--- src/rtl/bist_led_pkg.sv ---
// -----------------------------------------------------------------------------
// bist_led_pkg
// Shared definitions for the LED built-in-self-test engine:
//   - mode encodings MODE_OFF..MODE_SWEEP (plus the reserved code)
//   - sweep FSM state type
//   - lfsr_taps(): Fibonacci tap mask per LED width (4..32); bit i set means
//     led[i] feeds the XOR that is shifted into the MSB
//   - mode_seed(): value loaded into the LED register when a mode starts
// -----------------------------------------------------------------------------
package bist_led_pkg;

  localparam logic [2:0] MODE_OFF   = 3'b000;
  localparam logic [2:0] MODE_WALK  = 3'b001;
  localparam logic [2:0] MODE_COUNT = 3'b010;
  localparam logic [2:0] MODE_LFSR  = 3'b011;
  localparam logic [2:0] MODE_PING  = 3'b100;
  localparam logic [2:0] MODE_BLINK = 3'b101;
  localparam logic [2:0] MODE_SWEEP = 3'b110;
  localparam logic [2:0] MODE_RSVD  = 3'b111;

  typedef enum logic [1:0] {
    SW_IDLE,
    SW_RUN,
    SW_ADVANCE
  } sweep_state_e;

  // Maximal-length tap sets, mirrored so a right shift with MSB feedback works
  // (polynomial tap t maps to bit w-t).
  function automatic logic [31:0] lfsr_taps(input int unsigned w);
    logic [31:0] m;
    case (w)
      4:       m = 32'h0000_0003;
      5:       m = 32'h0000_0005;
      6:       m = 32'h0000_0003;
      7:       m = 32'h0000_0003;
      8:       m = 32'h0000_001D;
      9:       m = 32'h0000_0011;
      10:      m = 32'h0000_0009;
      11:      m = 32'h0000_0005;
      12:      m = 32'h0000_0941;
      13:      m = 32'h0000_1601;
      14:      m = 32'h0000_2A01;
      15:      m = 32'h0000_0003;
      16:      m = 32'h0000_002D;
      17:      m = 32'h0000_0009;
      18:      m = 32'h0000_0081;
      19:      m = 32'h0006_2001;
      20:      m = 32'h0000_0009;
      21:      m = 32'h0000_0005;
      22:      m = 32'h0000_0003;
      23:      m = 32'h0000_0021;
      24:      m = 32'h0000_0087;
      25:      m = 32'h0000_0009;
      26:      m = 32'h0310_0001;
      27:      m = 32'h0640_0001;
      28:      m = 32'h0000_0009;
      29:      m = 32'h0000_0005;
      30:      m = 32'h2500_0001;
      31:      m = 32'h0000_0009;
      32:      m = 32'hC000_0401;
      default: m = 32'h0000_0003;
    endcase
    return m;
  endfunction

  // lfsr_seed is already truncated to the bank width and forced non-zero.
  function automatic logic [31:0] mode_seed(input logic [2:0] m, input logic [31:0] lfsr_seed);
    logic [31:0] s;
    case (m)
      MODE_WALK, MODE_PING, MODE_SWEEP: s = 32'h0000_0001;
      MODE_LFSR:                        s = lfsr_seed;
      default:                          s = '0;
    endcase
    return s;
  endfunction

endpackage

--- src/rtl/bist_led_engine_if.sv ---
// -----------------------------------------------------------------------------
// bist_led_engine_if
// Groups the mode-switch inputs and LED-side outputs of the BIST engine.
//   mode[2:0]        pattern select (from switches)
//   hold             freeze pattern and prescaler
//   led[LED_W-1:0]   registered LED drive
//   tick             one-clock pulse when led shows a freshly stepped value
//   mode_active[2:0] pattern currently applied (sub-mode while sweeping)
//   sweep_done       one-clock pulse at the end of each full sweep
//   signature        MISR signature, present only with BIST_MISR_EN defined
// master: switch/board side; slave: the engine.
// -----------------------------------------------------------------------------
interface bist_led_engine_if #(
  parameter int unsigned LED_W = 16
);
  logic [2:0]       mode;
  logic             hold;
  logic [LED_W-1:0] led;
  logic             tick;
  logic [2:0]       mode_active;
  logic             sweep_done;
`ifdef BIST_MISR_EN
  logic [LED_W-1:0] signature;

  modport master (output mode, hold, input led, tick, mode_active, sweep_done, signature);
  modport slave  (input mode, hold, output led, tick, mode_active, sweep_done, signature);
`else
  modport master (output mode, hold, input led, tick, mode_active, sweep_done);
  modport slave  (input mode, hold, output led, tick, mode_active, sweep_done);
`endif
endinterface

--- src/rtl/bist_prescaler.sv ---
// -----------------------------------------------------------------------------
// bist_prescaler
// Counts 0..DIV-1 and pulses step_o combinationally on the edge where the
// count wraps, so the pattern steps on that same edge.
//   clk, rst  clock, synchronous active-high reset
//   clear_i   restart the count from 0 (mode change); suppresses step_o
//   hold_i    freeze the count; suppresses step_o
//   step_o    step enable for the pattern register
// -----------------------------------------------------------------------------
module bist_prescaler #(
  parameter int unsigned DIV = 4
) (
  input  logic clk,
  input  logic rst,
  input  logic clear_i,
  input  logic hold_i,
  output logic step_o
);
  localparam int unsigned    CW   = (DIV > 1) ? $clog2(DIV) : 1;
  localparam logic [CW-1:0]  LAST = CW'(DIV - 1);

  logic [CW-1:0] cnt_q, cnt_d;
  logic          hold_q;
  logic          restart;

  // Releasing hold restarts the count so the first tick after release is a
  // full DIV clocks away, just like after a mode change.
  assign restart = clear_i | (hold_q & ~hold_i);

  always_comb begin
    cnt_d  = cnt_q;
    step_o = 1'b0;
    if (restart) begin
      cnt_d = '0;
    end else if (!hold_i) begin
      if (cnt_q == LAST) begin
        cnt_d  = '0;
        step_o = 1'b1;
      end else begin
        cnt_d = cnt_q + 1'b1;
      end
    end
  end

  always_ff @(posedge clk) begin
    if (rst) begin
      cnt_q  <= '0;
      hold_q <= 1'b0;
    end else begin
      cnt_q  <= cnt_d;
      hold_q <= hold_i;
    end
  end

endmodule

--- src/rtl/bist_led_engine.sv ---
// -----------------------------------------------------------------------------
// bist_led_engine
// LED bring-up pattern engine: off / walk / count / LFSR / ping-pong / blink,
// plus an auto-sweep that cycles walk..blink for SWEEP_STEPS ticks each and
// pulses sweep_done after blink. Patterns step on a prescaled tick.
//   clk     system clock
//   rst     synchronous active-high reset
//   led_if  slave modport of bist_led_engine_if (mode, hold in; led, tick,
//           mode_active, sweep_done out)
// Optional: define BIST_MISR_EN to add a MISR signature output on led_if,
// using the LFSR taps and folding in the post-step led value on every tick.
// -----------------------------------------------------------------------------
module bist_led_engine
  import bist_led_pkg::*;
#(
  parameter int unsigned LED_W       = 16,
  parameter int unsigned DIV         = 4,
  parameter logic [31:0] LFSR_SEED   = 32'h0000ACE1,
  parameter int unsigned SWEEP_STEPS = 32
) (
  input logic               clk,
  input logic               rst,
  bist_led_engine_if.slave  led_if
);
  localparam logic [LED_W-1:0] TAPS      = LED_W'(lfsr_taps(LED_W));
  localparam logic [LED_W-1:0] SEED_RAW  = LFSR_SEED[LED_W-1:0];
  localparam logic [LED_W-1:0] LFSR_INIT = (SEED_RAW == '0) ? LED_W'(1) : SEED_RAW;
  localparam int unsigned      SCW       = (SWEEP_STEPS > 1) ? $clog2(SWEEP_STEPS) : 1;
  localparam logic [SCW-1:0]   CNT_LAST  = SCW'(SWEEP_STEPS - 2);
  // With one step per sub-mode every tick is an advance tick.
  localparam sweep_state_e     SUB_ENTRY = (SWEEP_STEPS == 1) ? SW_ADVANCE : SW_RUN;

  function automatic logic [LED_W-1:0] seed_of(input logic [2:0] m);
    return LED_W'(mode_seed(m, 32'(LFSR_INIT)));
  endfunction

  function automatic logic [LED_W-1:0] lfsr_next(input logic [LED_W-1:0] s);
    return {^(s & TAPS), s[LED_W-1:1]};
  endfunction

  logic [2:0]       mode_q, mode_d;
  logic [2:0]       sub_q, sub_d;
  logic [LED_W-1:0] led_q, led_d;
  logic             dir_q, dir_d;      // ping-pong direction, 1 = moving down
  logic             tick_q, tick_d;
  logic             done_q, done_d;
  logic [SCW-1:0]   cnt_q, cnt_d;
  sweep_state_e     state_q, state_d;

  logic             mode_change;
  logic             step;
  logic [2:0]       pat;
  logic [2:0]       nxt_sub;
  logic [LED_W-1:0] stepped;
  logic             step_dir;

  assign mode_change = (led_if.mode != mode_q);

  bist_prescaler #(
    .DIV (DIV)
  ) u_prescaler (
    .clk     (clk),
    .rst     (rst),
    .clear_i (mode_change),
    .hold_i  (led_if.hold),
    .step_o  (step)
  );

`ifdef BIST_MISR_EN
  logic [LED_W-1:0] sig_q, sig_d;
`endif

  always_comb begin
    mode_d   = mode_q;
    sub_d    = sub_q;
    led_d    = led_q;
    dir_d    = dir_q;
    cnt_d    = cnt_q;
    state_d  = state_q;
    tick_d   = 1'b0;
    done_d   = 1'b0;
    stepped  = '0;
    step_dir = dir_q;
`ifdef BIST_MISR_EN
    sig_d    = sig_q;
`endif

    pat     = (state_q == SW_IDLE) ? mode_q : sub_q;
    nxt_sub = (sub_q == MODE_BLINK) ? MODE_WALK : sub_q + 3'd1;

    case (pat)
      MODE_WALK:  stepped = {led_q[LED_W-2:0], led_q[LED_W-1]};
      MODE_COUNT: stepped = led_q + 1'b1;
      MODE_LFSR:  stepped = lfsr_next(led_q);
      MODE_PING: begin
        // Turn around on reaching an end so endpoints are shown only once.
        stepped  = dir_q ? (led_q >> 1) : (led_q << 1);
        step_dir = dir_q ? ~stepped[0] : stepped[LED_W-1];
      end
      MODE_BLINK: stepped = ~led_q;
      default:    stepped = '0;
    endcase

    if (mode_change) begin
      // Seed load wins over any coincident tick and is not blocked by hold.
      mode_d = led_if.mode;
      dir_d  = 1'b0;
      cnt_d  = '0;
      sub_d  = MODE_WALK;
      if (led_if.mode == MODE_SWEEP) begin
        state_d = SUB_ENTRY;
        led_d   = seed_of(MODE_WALK);
      end else begin
        state_d = SW_IDLE;
        led_d   = seed_of(led_if.mode);
      end
`ifdef BIST_MISR_EN
      sig_d = '0;
`endif
    end else if (step) begin
      tick_d = 1'b1;
      case (state_q)
        SW_ADVANCE: begin
          // Last tick of a sub-mode loads the next seed instead of stepping.
          sub_d   = nxt_sub;
          led_d   = seed_of(nxt_sub);
          dir_d   = 1'b0;
          cnt_d   = '0;
          state_d = SUB_ENTRY;
          done_d  = (sub_q == MODE_BLINK);
        end
        SW_RUN: begin
          led_d = stepped;
          dir_d = step_dir;
          cnt_d = cnt_q + 1'b1;
          if (cnt_q == CNT_LAST) state_d = SW_ADVANCE;
        end
        default: begin
          led_d = stepped;
          dir_d = step_dir;
        end
      endcase
`ifdef BIST_MISR_EN
      sig_d = done_d ? '0 : (lfsr_next(sig_q) ^ led_d);
`endif
    end
  end

  always_ff @(posedge clk) begin
    if (rst) begin
      mode_q  <= MODE_OFF;
      sub_q   <= MODE_OFF;
      led_q   <= '0;
      dir_q   <= 1'b0;
      tick_q  <= 1'b0;
      done_q  <= 1'b0;
      cnt_q   <= '0;
      state_q <= SW_IDLE;
    end else begin
      mode_q  <= mode_d;
      sub_q   <= sub_d;
      led_q   <= led_d;
      dir_q   <= dir_d;
      tick_q  <= tick_d;
      done_q  <= done_d;
      cnt_q   <= cnt_d;
      state_q <= state_d;
    end
  end

`ifdef BIST_MISR_EN
  always_ff @(posedge clk) begin
    if (rst) sig_q <= '0;
    else     sig_q <= sig_d;
  end
  assign led_if.signature = sig_q;
`endif

  // Reserved code runs as off, so it is reported as off.
  assign led_if.mode_active = (state_q != SW_IDLE) ? sub_q :
                              ((mode_q == MODE_RSVD) ? MODE_OFF : mode_q);
  assign led_if.led         = led_q;
  assign led_if.tick        = tick_q;
  assign led_if.sweep_done  = done_q;

endmodule
--- src/flat_wrapper.sv ---
// flat-port wrapper written by rule: the top's interface ports become plain ports
module bist_led_engine_flat import bist_led_pkg::*;
#(
  parameter int unsigned LED_W       = 16,
  parameter int unsigned DIV         = 4,
  parameter logic [31:0] LFSR_SEED   = 32'h0000ACE1,
  parameter int unsigned SWEEP_STEPS = 32
)
  (clk, rst, led_if_mode, led_if_hold, led_if_led, led_if_tick, led_if_mode_active, led_if_sweep_done);
  bist_led_engine_if #(.LED_W(LED_W)) led_if_i ();
  input logic clk;
  input logic rst;
  input wire logic [$bits(led_if_i.mode)-1:0] led_if_mode;
  input wire logic [$bits(led_if_i.hold)-1:0] led_if_hold;
  output wire logic [$bits(led_if_i.led)-1:0] led_if_led;
  output wire logic [$bits(led_if_i.tick)-1:0] led_if_tick;
  output wire logic [$bits(led_if_i.mode_active)-1:0] led_if_mode_active;
  output wire logic [$bits(led_if_i.sweep_done)-1:0] led_if_sweep_done;
  assign led_if_i.mode = led_if_mode;
  assign led_if_i.hold = led_if_hold;
  assign led_if_led = led_if_i.led;
  assign led_if_tick = led_if_i.tick;
  assign led_if_mode_active = led_if_i.mode_active;
  assign led_if_sweep_done = led_if_i.sweep_done;
  bist_led_engine #(.LED_W(LED_W), .DIV(DIV), .LFSR_SEED(LFSR_SEED), .SWEEP_STEPS(SWEEP_STEPS)) u_core (.clk(clk), .rst(rst), .led_if(led_if_i));
endmodule
--- config.mk ---
export PLATFORM = sky130hd
export DESIGN_NAME = bist_led_engine_flat
export DESIGN_NICKNAME = d
export VERILOG_FILES = /design/src/rtl/bist_led_pkg.sv /design/src/rtl/bist_led_engine_if.sv /design/src/rtl/bist_prescaler.sv /design/src/rtl/bist_led_engine.sv /design/src/flat_wrapper.sv
export SDC_FILE = /design/constraint.sdc
export NUM_CORES = 1
export LEC_CHECK = 0
export CORE_ASPECT_RATIO = 0.5
export CORE_UTILIZATION = 57
export DETAILED_ROUTE_END_ITERATION = 8
export PLACE_DENSITY_LB_ADDON = 0.12
export SYNTH_ARGS = -nofsm -noshare
export SYNTH_HDL_FRONTEND = slang
export SYNTH_SLANG_ARGS = --single-unit
--- constraint.sdc ---
create_clock -name clk -period 2.6 [get_ports clk]
set_input_delay 0.26 -clock clk [delete_from_list [all_inputs] [get_ports clk]]
set_output_delay 0.26 -clock clk [all_outputs]
set_load 0.01 [all_outputs]
==> flow_summary.toml <==
[worst_setup_path]
path_cells = "inv_1 -> ha_2 -> nand2_1 -> a21oi_1 -> o21bai_1 -> clkdlybuf4s50_1"
ff2ff_setup_slack_ns = 0.24
crit_arrival_ns = 2.12
r2r-start = "u_core.state_q[0]"
path_class = "reg2out"
crit_buf_inv = 2
cp_slowest_cell = "clkdlybuf4s50_1"
max_stage_delay_ns = 0.55
path_delay_family = "buffers and inverters"
r2r-end = "u_core.led_if.led[15]"
cp-end-kind = "output pin"
cp_max_fo = 15
cp.required_ns = 2.34
rr_worst_depth = 7
start_kind = "flip-flop"

[power]
p_leak_uw = 0.00104
p_seq_share_pct = 43.3
p_int_uw = 959
power_switching_share_pct = 27.5
powerDensity_nw_per_um2 = 444
switchingPower_uw = 363
p_clk_share_pct = 39.3
power.share.combinational_pct = 17.4
ir_worst_vdd_mv = 0.270

[detailed_routing]
via_per_inst = 6.47
wirelength_mm = 7.25
vias = 2622
wire_per_inst_um = 17.9
drtIter0Drc = 219
dr.pass1.iters = 5
ant_nets = 0
drc_errors = 0

[clock_tree]
cts_buffers = 5
clk_pin_slew_ns = 0.07
cts_setup_buffers = 0
tritoncts = "yes"
htree_levels = 2
clockBufferDepth = 2
clock_latency_ns = 0.29
clock_sinks = 35
clock-root-buffer = "clkbuf_8"

[global_route]
grt_pass1_wl_mm = 12.1
grt_use_met1_pct = 45.1
antenna_found_initial = 0
grt_max_degree = 16
met3_usage_pct = 6.16
grt_use_met2_pct = 49.6
busiest_layer = "met2"
grt.total_usage_pct = 31.7
grt.overflow.total = 0
grt_pass1_vias = 2408

[floorplan]
start_util_pct = 62.5
die_w_um = 96.6
num_rows = 16
die_area_um2 = 4770
fp.dieH_um = 49.3
core_um2 = 4080
pin_count = 27

[timing]
whs_ns = 0.517
fmax_ghz = 0.420
worst_pin_slew_ns = 0.668
rsz0062_at_grt = "false"
drv_slew = 0
fin_skew_ns = 0.00715
maxSlewHeadroom_pct = 54.8
min_period_over_period_pct = 91.6
setup_viol = 0
min_period_ns = 2.38
fin_setup_tns_ns = 0
finalHoldViolations = 0

[cells_and_area]
nets = 364
area_delta_synth_final_pct = 16.8
layoutNonFillerInstCount = 405
antenna_cells = 0
drive_gt1_share_pct = 9.69
postLayoutCellArea_um2 = 2980

[placement]
portBuffers = 26
dp.cells = 397
place_hpwl_mm = 5.33
dpl-instance-area_um2 = 2860
gp_congestion = 0.948

[status]
outcome = "completed"

[synth]
synth_seq_cells = 35
ys.flop_type = "dfxtp_1"
synthCells = 326
ys_seq_area_share_pct = 27.5
syn_nets = 340
synth_edf_count = 0
synth_cell_types = 57
syn_area_um2 = 2550
synth_warnings = 0
avgSynthCellArea_um2 = 7.83
ys_async_sr_fraction_pct = 0

[worst_hold_path]
min_path_cells = 2
hold_end = "u_core.state_q[1]"
min_path_type = "reg2reg"
hp-start = "u_core.cnt_q[4]"

[flow_run]
drv_cap = 0
==> power by group through the flow <==
stage | sequential, µW | combinational [µW] | clock [µW]
after floorplan | 570 | 160 | 0
after global placement | 583 | 219 | 0
after detailed placement | 584 | 223 | 0
after CTS | 572 | 224 | 525
after global routing | 575 | 247 | 543
final | 573 | 230 | 519
==> worst max path at each step <==
stage / cells after the start / endpoint / start
global route: 7 / u_core.led_if.led[15] / u_core.state_q[0]
global placement: 7 / u_core.led_if.led[10] / u_core.state_q[0]
finish: 6 / led_if_mode_active[1] / u_core.state_q[0]
CTS: 6 / led_if_mode_active[1] / u_core.state_q[0]
detailed placement: 7 / u_core.led_if.led[15] / u_core.state_q[0]
floorplan: 8 / u_core.led_if.led[14] / u_core.state_q[0]
==> synthesized netlist by cell type, types with 2 or more instances <==
cell	number	area share, %
buf_2	10	2.0
nand3b_1	2	0.59
o22ai_1	6	1.5
o31ai_1	4	1.2
xor2_1	8	2.7
buf_4	4	1.2
o21a_1	5	1.5
o2bb2ai_1	2	0.69
nor2_1	34	5.0
a2111oi_0	3	1.0
o32ai_2	2	1.3
a32o_1	3	1.2
buf_1	2	0.29
dfxtp_1	35	27
o221ai_1	2	0.69
ha_1	8	3.9
clkbuf_1	7	1.0
nand2b_1	5	1.2
nor3_1	8	1.6
nor4_1	6	1.5
a221oi_1	10	3.4
nor2b_1	8	2.0
nand4_1	5	1.2
o21ai_0	9	1.8
inv_1	9	1.3
xnor2_1	8	2.7
nand3_1	14	2.7
a21oi_1	20	3.9
a211o_1	3	1.0
o21bai_1	2	0.59
nand2_1	34	5.0
mux2i_1	11	4.3
buf_6	3	1.3
o21ai_1	5	0.98
a31oi_1	3	0.74
and3_1	5	1.2
==> cells in the final DEF, fill, tap and decap left out, types with 2 or more instances in the layout <==
| master | n |
|---|---|
| mux2i_1 | 11 |
| a221oi_1 | 10 |
| nor2b_1 | 8 |
| nand3_1 | 14 |
| nor2_1 | 34 |
| clkbuf_8 | 6 |
| o221ai_1 | 2 |
| inv_1 | 9 |
| nand3b_1 | 2 |
| clkdlybuf4s50_1 | 26 |
| a21oi_1 | 20 |
| a211o_1 | 3 |
| o31ai_1 | 4 |
| o21bai_1 | 2 |
| o21ai_1 | 5 |
| o2bb2ai_1 | 2 |
| ha_1 | 7 |
| nand2b_1 | 5 |
| xnor2_1 | 8 |
| o32ai_2 | 2 |
| a32o_1 | 3 |
| nor3_1 | 8 |
| nand4_1 | 5 |
| dfxtp_1 | 35 |
| nand2_1 | 34 |
| o21a_1 | 5 |
| a31oi_1 | 3 |
| o22ai_1 | 6 |
| nor4_1 | 6 |
| a2111oi_0 | 3 |
| xor2_1 | 8 |
| buf_4 | 17 |
| and3_1 | 5 |
| o21ai_0 | 9 |
==> stage by stage <==
stage | total power [µW] | utilization (%) | worst slack [ns]
3_5_place_dp | 807 | 70.0 | 0.0937
6_report | 1320 | 73.0 | 0.218
4_1_cts | 1320 | 72.9 | 0.0350
3_3_place_gp | 801 | 70.0 | 0.265
5_1_grt | 1370 | 73.0 | 0.0396
2_1_floorplan | 730 | - | 0.482
==> flip-flops by register name (all words and copies together), names as in the netlist <==
name / flops
u_core.dir_q: 1
u_core.led_if.tick: 1
u_core.led_if.led: 16
u_core.sub_q: 3
u_core.cnt_q: 5
u_core.led_if.sweep_done: 1
u_core.u_prescaler.hold_q: 1
u_core.state_q: 2
u_core.mode_q: 3
u_core.u_prescaler.cnt_q: 2
==> per-layer routing <==
metal / vias to the layer above / wire length, µm
li1: 1243 / -
met1: 1220 / 3300
met2: 146 / 3140
met3: 13 / 716
met4: 0 / 91
met5: - / 0
==> cell families after synthesis <==
family                     Yosys count  synth area share, %
muxes                               13                 5.29
AOI/OAI and AO/OA                   90                 26.0
buffers and inverters               35                 7.11
DFF                                 35                 27.5
adders and majority gates            8                 3.92
xor gates and xnor gates            16                 5.49
and+or+nand+nor                    129                 24.8
==> worst reg2reg max path, cell delays in order (launching register included) <==
cell,delay (ns)
dfxtp_1,0.34
inv_1,0.08
ha_2,0.30
buf_4,0.21
and3b_1,0.18
a211o_1,0.47
a2111oi_0,0.55
nor3_1,0.10
==> layout make-up <==
| class | count | area [µm²] |
|---|---|---|
| multi-input combinational | 256 | 1670 |
| fill | 334 | 1100 |
| tap | 54 | 67.6 |
| inverter | 9 | 33.8 |
| clock inverter | 2 | 35.0 |
| clock buffer | 6 | 82.6 |
| timing repair buffer | 43 | 388 |
| sequential | 35 | 701 |
==> repair_timing <==
item,4_1_cts,5_1_grt
hold buffers,0,0
endpoints found under the hold margin,0,0
setup endpoints to repair,0,8
gates resized for setup,0,1
No activity file was read; power rests on OpenSTA's default activity.
==> variant 1 (same flow settings) <==
`DIV` is set to 4 in 3 places; all go to 8.
--- a/src/rtl/bist_prescaler.sv
+++ b/src/rtl/bist_prescaler.sv
@@ -8,7 +8,7 @@
 //   step_o    step enable for the pattern register
 // -----------------------------------------------------------------------------
 module bist_prescaler #(
-  parameter int unsigned DIV = 4
+  parameter int unsigned DIV = 8
 ) (
   input  logic clk,
   input  logic rst,
--- a/src/rtl/bist_led_engine.sv
+++ b/src/rtl/bist_led_engine.sv
@@ -14,7 +14,7 @@
   import bist_led_pkg::*;
 #(
   parameter int unsigned LED_W       = 16,
-  parameter int unsigned DIV         = 4,
+  parameter int unsigned DIV         = 8,
   parameter logic [31:0] LFSR_SEED   = 32'h0000ACE1,
   parameter int unsigned SWEEP_STEPS = 32
 ) (
--- a/src/flat_wrapper.sv
+++ b/src/flat_wrapper.sv
@@ -2,7 +2,7 @@
 module bist_led_engine_flat import bist_led_pkg::*;
 #(
   parameter int unsigned LED_W       = 16,
-  parameter int unsigned DIV         = 4,
+  parameter int unsigned DIV         = 8,
   parameter logic [31:0] LFSR_SEED   = 32'h0000ACE1,
   parameter int unsigned SWEEP_STEPS = 32
 )
Check against the original RTL: not equivalent (a bounded check fails within 10 cycles, from zero or initial values and one cycle with rst high).
==> variant 1 against the unedited design <==
Clock skew hardly changed; area after synthesis increased by 7.4%; register-to-register slack gained 0.06 ns; first-iteration DRC count grew 19%; utilization decreased by 2.1 points; setup slack gained 0.041 ns; sequential cell count rose by 1; via count increased by 9.7%; final area is 7.3% higher; total power increased by 0.12%; routed wire length is 6.0% higher; largest power group unchanged.
==> variant 1: results (changes against the unedited design) <==
- Result of the run: finished, final reports clean
- Via count of the first global-routing pass: 2,639 (+9.6%)
- Total via count after detailed routing: 2,876 (+9.7%)
- Layout net count: 394 (+8.2%)
- Initial DRC Count: 260 (+19%)
- Library cells used by synthesis: 61 (+7.0%)
- Sequential-to-total area share from yosys stat: 26.29% (-1.2 points)
- Worst clock skew: 0.006708 ns (-0.0004453 ns)
- Source-to-sink clock delay at the later pin of the worst-skew pair: 0.30 ns
- Post-synth top flop: sky130_fd_sc_hd__dfxtp_1
- Final HPWL DP: 5732 um (+7.5%)
- Transition time of the tightest slew-check pin: 1.103 ns (+0.4353 ns)
- Pin count of the biggest net entering global routing: 15 (-1)
- Post-Synthesis Net Count: 371 (+9.1%)
- Number of I/O port buffers: 26 (unchanged)
- Number of vias per cell after detailed routing: 6.448 (-0.40%)
- Number of warning messages in the yosys log: 0 (unchanged)
- Number of levels the H-tree was split into: 2 (unchanged)
- Peak per-stage delay on the critical path: 0.58 ns (+0.03 ns)
- Largest fanout of any net on the critical path: 12 (-3)
- Placed Instances: 438 (+10%)
- Clock buffer depth: 2 (unchanged)
- Final GP Congestion: 0.9572 (+0.96%)
- Static Leakage: 1.087 nW (+4.0%)
- Fraction of final layout cells sized beyond drive strength 1: 10.79% (+1.1 points)
- Filler cells: 383 (+15%)
- Hold Path Class: reg -> reg
- Average wire length per cell after detail routing: 17.23 um (-3.7%)
- Most common library cells after synthesis: sky130_fd_sc_hd__nor2_1, sky130_fd_sc_hd__dfxtp_1, sky130_fd_sc_hd__nand2_1, sky130_fd_sc_hd__a21oi_1, sky130_fd_sc_hd__nor3_1
- Average footprint of a synthesized cell: 7.701 um^2 (-1.6%)
- First-pass iteration count of the detailed router: 5 (unchanged)
- Max reg flops: 16 (unchanged)
- Largest cells by area after synthesis: sky130_fd_sc_hd__dfxtp_1, sky130_fd_sc_hd__nor2_1, sky130_fd_sc_hd__nand2_1
- Count of antenna-violating nets left after detailed routing: 0 (unchanged)
- Global-route wire length before repair: 12,730 um (+5.0%)
- Total routing resource utilization after global routing: 32.04% (+0.32 points)
- Clock-pin slew on the worst setup and hold paths: 0.08 ns
- Largest voltage drop on the vdd net: 292.6 uV (+8.3%)
==> variant 1: cell types whose count changed in the layout (fill, tap and decap cells not counted), sizes merged, moves of 4 or more <==
cell	change
a211oi	+6
a221oi	-4
nand2b	-4
nand4	+4
nor3	+7
o211ai	+10
o21a	-4
==> variant 1: final cells by class <==
| cell class | count | area share [%] |
|---|---|---|
| inverters | 11 | 1.292 |
| clock inverters | 3 | 1.331 |
| flip-flops and latches | 36 | 22.54 |
| repair buffers | 43 | 12.13 |
| multi-input cells | 282 | 57.96 |
| clock buffers | 5 | 2.153 |
| well taps | 66 | 2.583 |
==> variant 1: metrics by stage <==
stage / utilization, % / setup WS [ns] / area [um^2] / hold WS, ns
detailed placement: 68.29 / 0.2372 / 3079 / 0.4917
CTS: 70.75 / 0.06657 / 3191 / 0.5024
finish: 70.89 / 0.2595 / 3197 / 0.5016
global route: 70.89 / 0.1107 / 3197 / 0.5331
floorplan: - / 0.5730 / 2741 / 0.3882
global placement: 68.29 / 0.3148 / 3079 / 0.4763
==> variant 1: routing by layer <==
layer / routed length (um) / up-vias / track usage, % / part of all wire [%]
met3: 796 / 11 / 6.840 / 10
met1: 3215 / 1351 / 41.83 / 42
li1: - / 1359 / - / -
met2: 3600 / 155 / 55.63 / 47
met4: 72 / 0 / 5.797 / 0.94
met5: 0 / - / 0 / 0
==> variant 1: worst max-delay path, delay by kind of cell (launching register included) <==
| family | cells | cell delay, ns |
|---|---|---|
| fa+ha+maj | 1 | 0.36 |
| compound gates | 1 | 0.17 |
| simple gates | 1 | 0.06 |
| flops | 1 | 0.32 |
| buf+inv | 3 | 0.88 |
==> variant 1: timing repair <==
action                     in CTS  in global routing
setup endpoints to repair       0                  4
buffers inserted                0                  0
resized for setup               0                  2
==> variant 1: path summary, 6_finish.rpt <==
path / slack, ns / cells past startpoint / endpoint / startpoint
min reg2reg: 0.50 / 2 / u_core.cnt_q[4] / u_core.cnt_q[4]
max: 0.26 / 6 / led_if_mode_active[0] / u_core.state_q[0]
min: 0.50 / 2 / u_core.cnt_q[4] / u_core.cnt_q[4]
max reg2reg: 0.30 / 7 / u_core.led_if.led[6] / u_core.u_prescaler.cnt_q[0]
==> variant 1: kinds of logic after synthesis <==
| family | share of synthesized area, % |
|---|---|
| adders and majority gates | 4.108 |
| DFF | 26.29 |
| buffers and inverters | 6.344 |
| and+or+nand+nor | 28.25 |
| AOI/OAI and AO/OA | 24.05 |
| xor gates and xnor gates | 5.659 |
| muxes | 5.294 |
==> variant 1: report_power, final <==
group / internal (W) / leakage [nW] / switching, W
Sequential: 0.000563 / 0.292 / 0.0000285
Clock: 0.000284 / 0.0541 / 0.000220
Combinational: 0.000100 / 0.741 / 0.000128
Total: 0.000947 / 1.09 / 0.000377
==> variant 2 (same settings) <==
Without the edit above. One comparison of `cnt_q` changes from == to >=.
--- a/src/rtl/bist_led_engine.sv
+++ b/src/rtl/bist_led_engine.sv
@@ -133,7 +133,7 @@
           led_d = stepped;
           dir_d = step_dir;
           cnt_d = cnt_q + 1'b1;
-          if (cnt_q == CNT_LAST) state_d = SW_ADVANCE;
+          if (cnt_q >= CNT_LAST) state_d = SW_ADVANCE;
         end
         default: begin
           led_d = stepped;
Check against the original RTL: same outputs for any inputs over 10 cycles, from zero or initial values and one cycle with rst high; that may be too few to reach the edited logic, so the function may still have changed.
==> variant 2 against the unedited design <==
Routed wire length shrank 2.3%; area after synthesis grew 5.0%; clock power grew 13%; final area grew 2.4%; total power grew 4.4%; setup slack lost 0.045 ns; sequential cell count is the same; global-route usage shrank 1.3 points; via count shrank 1.0%; count of clock-buffer cells in the layout is the same; combinational power shrank 4%; critical endpoint unchanged.
==> variant 2: results (changes against the unedited design) <==
- Static Leakage: 1.029 nW (-1.6%)
- Minimum setup slack after placement: 0.1667 ns (+0.07293 ns)
- Largest cells by area after synthesis: sky130_fd_sc_hd__dfxtp_1, sky130_fd_sc_hd__nor2_1, sky130_fd_sc_hd__a21oi_1
- Cell family with the largest share of critical-path delay: buffers and inverters
- Number of warning messages in the yosys log: 0 (unchanged)
- Worst clock skew: 0.004635 ns (-0.002518 ns)
- Clock buffer count from CTS: 5 (unchanged)
- Via count of the first global-routing pass: 2,374 (-1.4%)
- Cell count of the worst reg-to-reg path: 7 (unchanged)
- Placed instance area: 2917 um^2 (+2.0%)
- Post-Synthesis Net Count: 339 (-0.29%)
- Source-to-sink clock delay at the later pin of the worst-skew pair: 0.29 ns (about the same)
- Initial DRC Count: 177 (-19%)
- Final count of negative-setup-slack endpoints: 0 (unchanged)
- Clock buffer depth: 2 (unchanged)
- Slew margin rel.: 62.03% (+7.3 points)
- Final GP Congestion: 0.9072 (-4.3%)
- Number of levels the H-tree was split into: 2 (unchanged)
- Sequential-to-total area share from yosys stat: 26.14% (-1.3 points)
- Final cell count without fillers: 395 (-2.5%)
- Post-synth top flop: sky130_fd_sc_hd__dfxtp_1
- Antenna Cells: 0 (unchanged)
- Setup Fix Bufs, Post-CTS: 0 (unchanged)
- Fraction of final layout cells sized beyond drive strength 1: 11.54% (+1.9 points)
- Largest fanout of any net on the critical path: 11 (-4)
- Number of antenna violations at the first check in global routing: 0 (unchanged)
- Number of I/O port buffers: 26 (unchanged)
- Met3 usage: 7.660% (+1.5 points)
- Global Route met1 Usage: 41.48% (-3.6 points)
- Most common library cells after synthesis: sky130_fd_sc_hd__dfxtp_1, sky130_fd_sc_hd__nor2_1, sky130_fd_sc_hd__nand2_1, sky130_fd_sc_hd__a21oi_1, sky130_fd_sc_hd__nand3_1
- Max reg flops: 16 (unchanged)
- Global-route wire length before repair: 11,700 um (-3.5%)
- Library cells used by synthesis: 70 (+23%)
- Crit-path slowest cell: sky130_fd_sc_hd__clkdlybuf4s50_1
- Root Buffer: sky130_fd_sc_hd__clkbuf_8
- Fraction of registers with async set/reset: 0% (unchanged)
- First-pass iteration count of the detailed router: 5 (unchanged)
- Data arrival time of the worst path: 2.17 ns (+0.05 ns)
- Filler cells: 376 (+13%)
- Highest clock rate: 0.4121 GHz (-1.8%)
- Clock-pin slew on the worst setup and hold paths: 0.07 ns (about the same)
- Pin count of the biggest net entering global routing: 13 (-3)
- Placed Instances: 387 (-2.5%)
- Hold Violations, Final: 0 (unchanged)
- Peak per-stage delay on the critical path: 0.55 ns (about the same)
- Result of the run: finished, final reports clean
- Number of cells produced by synthesis: 325 (-0.31%)
- Final HPWL DP: 5081 um (-4.7%)
- Total Routed Length: 7083 um (-2.3%)
- Total routing resource utilization after global routing: 30.39% (-1.3 points)
- Total via count after detailed routing: 2,595 (-1.0%)
- Global-route track usage on met2: 47.67% (-2.0 points)
- Cell depth of the worst hold path: 2 (unchanged)
- Hold Path Class: reg -> reg
- Layout net count: 351 (-3.6%)
- Largest voltage drop on the vdd net: 303.8 uV (+13%)
-- variant 2: cell count changes after synthesis, moves of 4 or more --
| cell | unedited run | this run |
|---|---|---|
| sky130_fd_sc_hd__clkbuf_1 | 7 | 11 |
| sky130_fd_sc_hd__nand2_1 | 34 | 22 |
| sky130_fd_sc_hd__xnor2_1 | 8 | 2 |
| sky130_fd_sc_hd__a211oi_1 | 1 | 9 |
-- variant 2: logic make-up after synthesis --
group	share of synthesized area [%]
XOR/XNOR	5.649
AO/OA/AOI/OAI	25.54
adder cells (fa/ha/maj)	3.735
AND/OR/NAND/NOR	24.74
multiplexers	6.863
buffers and inverters	7.329
flip-flops	26.14
-- variant 2: per-stage QoR --
stage,hold WS (ns),total power (W)
6_report,0.4996,0.001381
2_1_floorplan,0.3882,0.0007382
3_3_place_gp,0.4764,0.0007944
3_5_place_dp,0.4962,0.0008001
5_1_grt,0.5345,0.001432
4_1_cts,0.5082,0.001386
-- variant 2: cell type report --
type / count / area (um^2) / share of cell area (%)
Clock buffer: 6 / 72.57 / 2.378
Inverter: 9 / 33.78 / 1.107
Sequential cell: 35 / 700.7 / 22.96
Clock inverter: 2 / 60.06 / 1.968
Timing Repair Buffer: 35 / 327.8 / 10.74
Multi-Input combinational cell: 251 / 1785 / 58.51
Tap cell: 57 / 71.32 / 2.337
-- variant 2: tightest hold or removal path: stages (launching register included) --
cell	delay [ns]
sky130_fd_sc_hd__dfxtp_1	0.33
sky130_fd_sc_hd__a21oi_1	0.06
sky130_fd_sc_hd__nor2_1	0.08
-- variant 2: layer usage --
| metal | up-vias | wire (um) |
|---|---|---|
| li1 | 1236 | - |
| met1 | 1193 | 3166 |
| met4 | 0 | 125 |
| met2 | 146 | 3122 |
| met5 | - | 0 |
| met3 | 20 | 669 |
-- variant 2: power by group --
group	switching (W)	leakage, nW	total, W	internal (W)
clock	0.000204	0.0654	0.000588	0.000383
combinational	0.000120	0.679	0.000220	0.000100
sequential	0.0000264	0.284	0.000573	0.000547
total	0.000351	1.03	0.00138	0.00103
-- variant 2: final timing paths --
path                                    start                           to  slack [ns]
setup / recovery            u_core.state_q[0]        led_if_mode_active[1]        0.17
hold / removal    u_core.u_prescaler.cnt_q[1]  u_core.u_prescaler.cnt_q[1]        0.50
setup reg to reg            u_core.state_q[0]        u_core.led_if.led[14]        0.23
hold reg to reg   u_core.u_prescaler.cnt_q[1]  u_core.u_prescaler.cnt_q[1]        0.50
-- variant 2: timing repair --
action | CTS | global route
hold buffers | 0 | 0
setup endpoints to repair | 0 | 6
resized for setup | 0 | 1
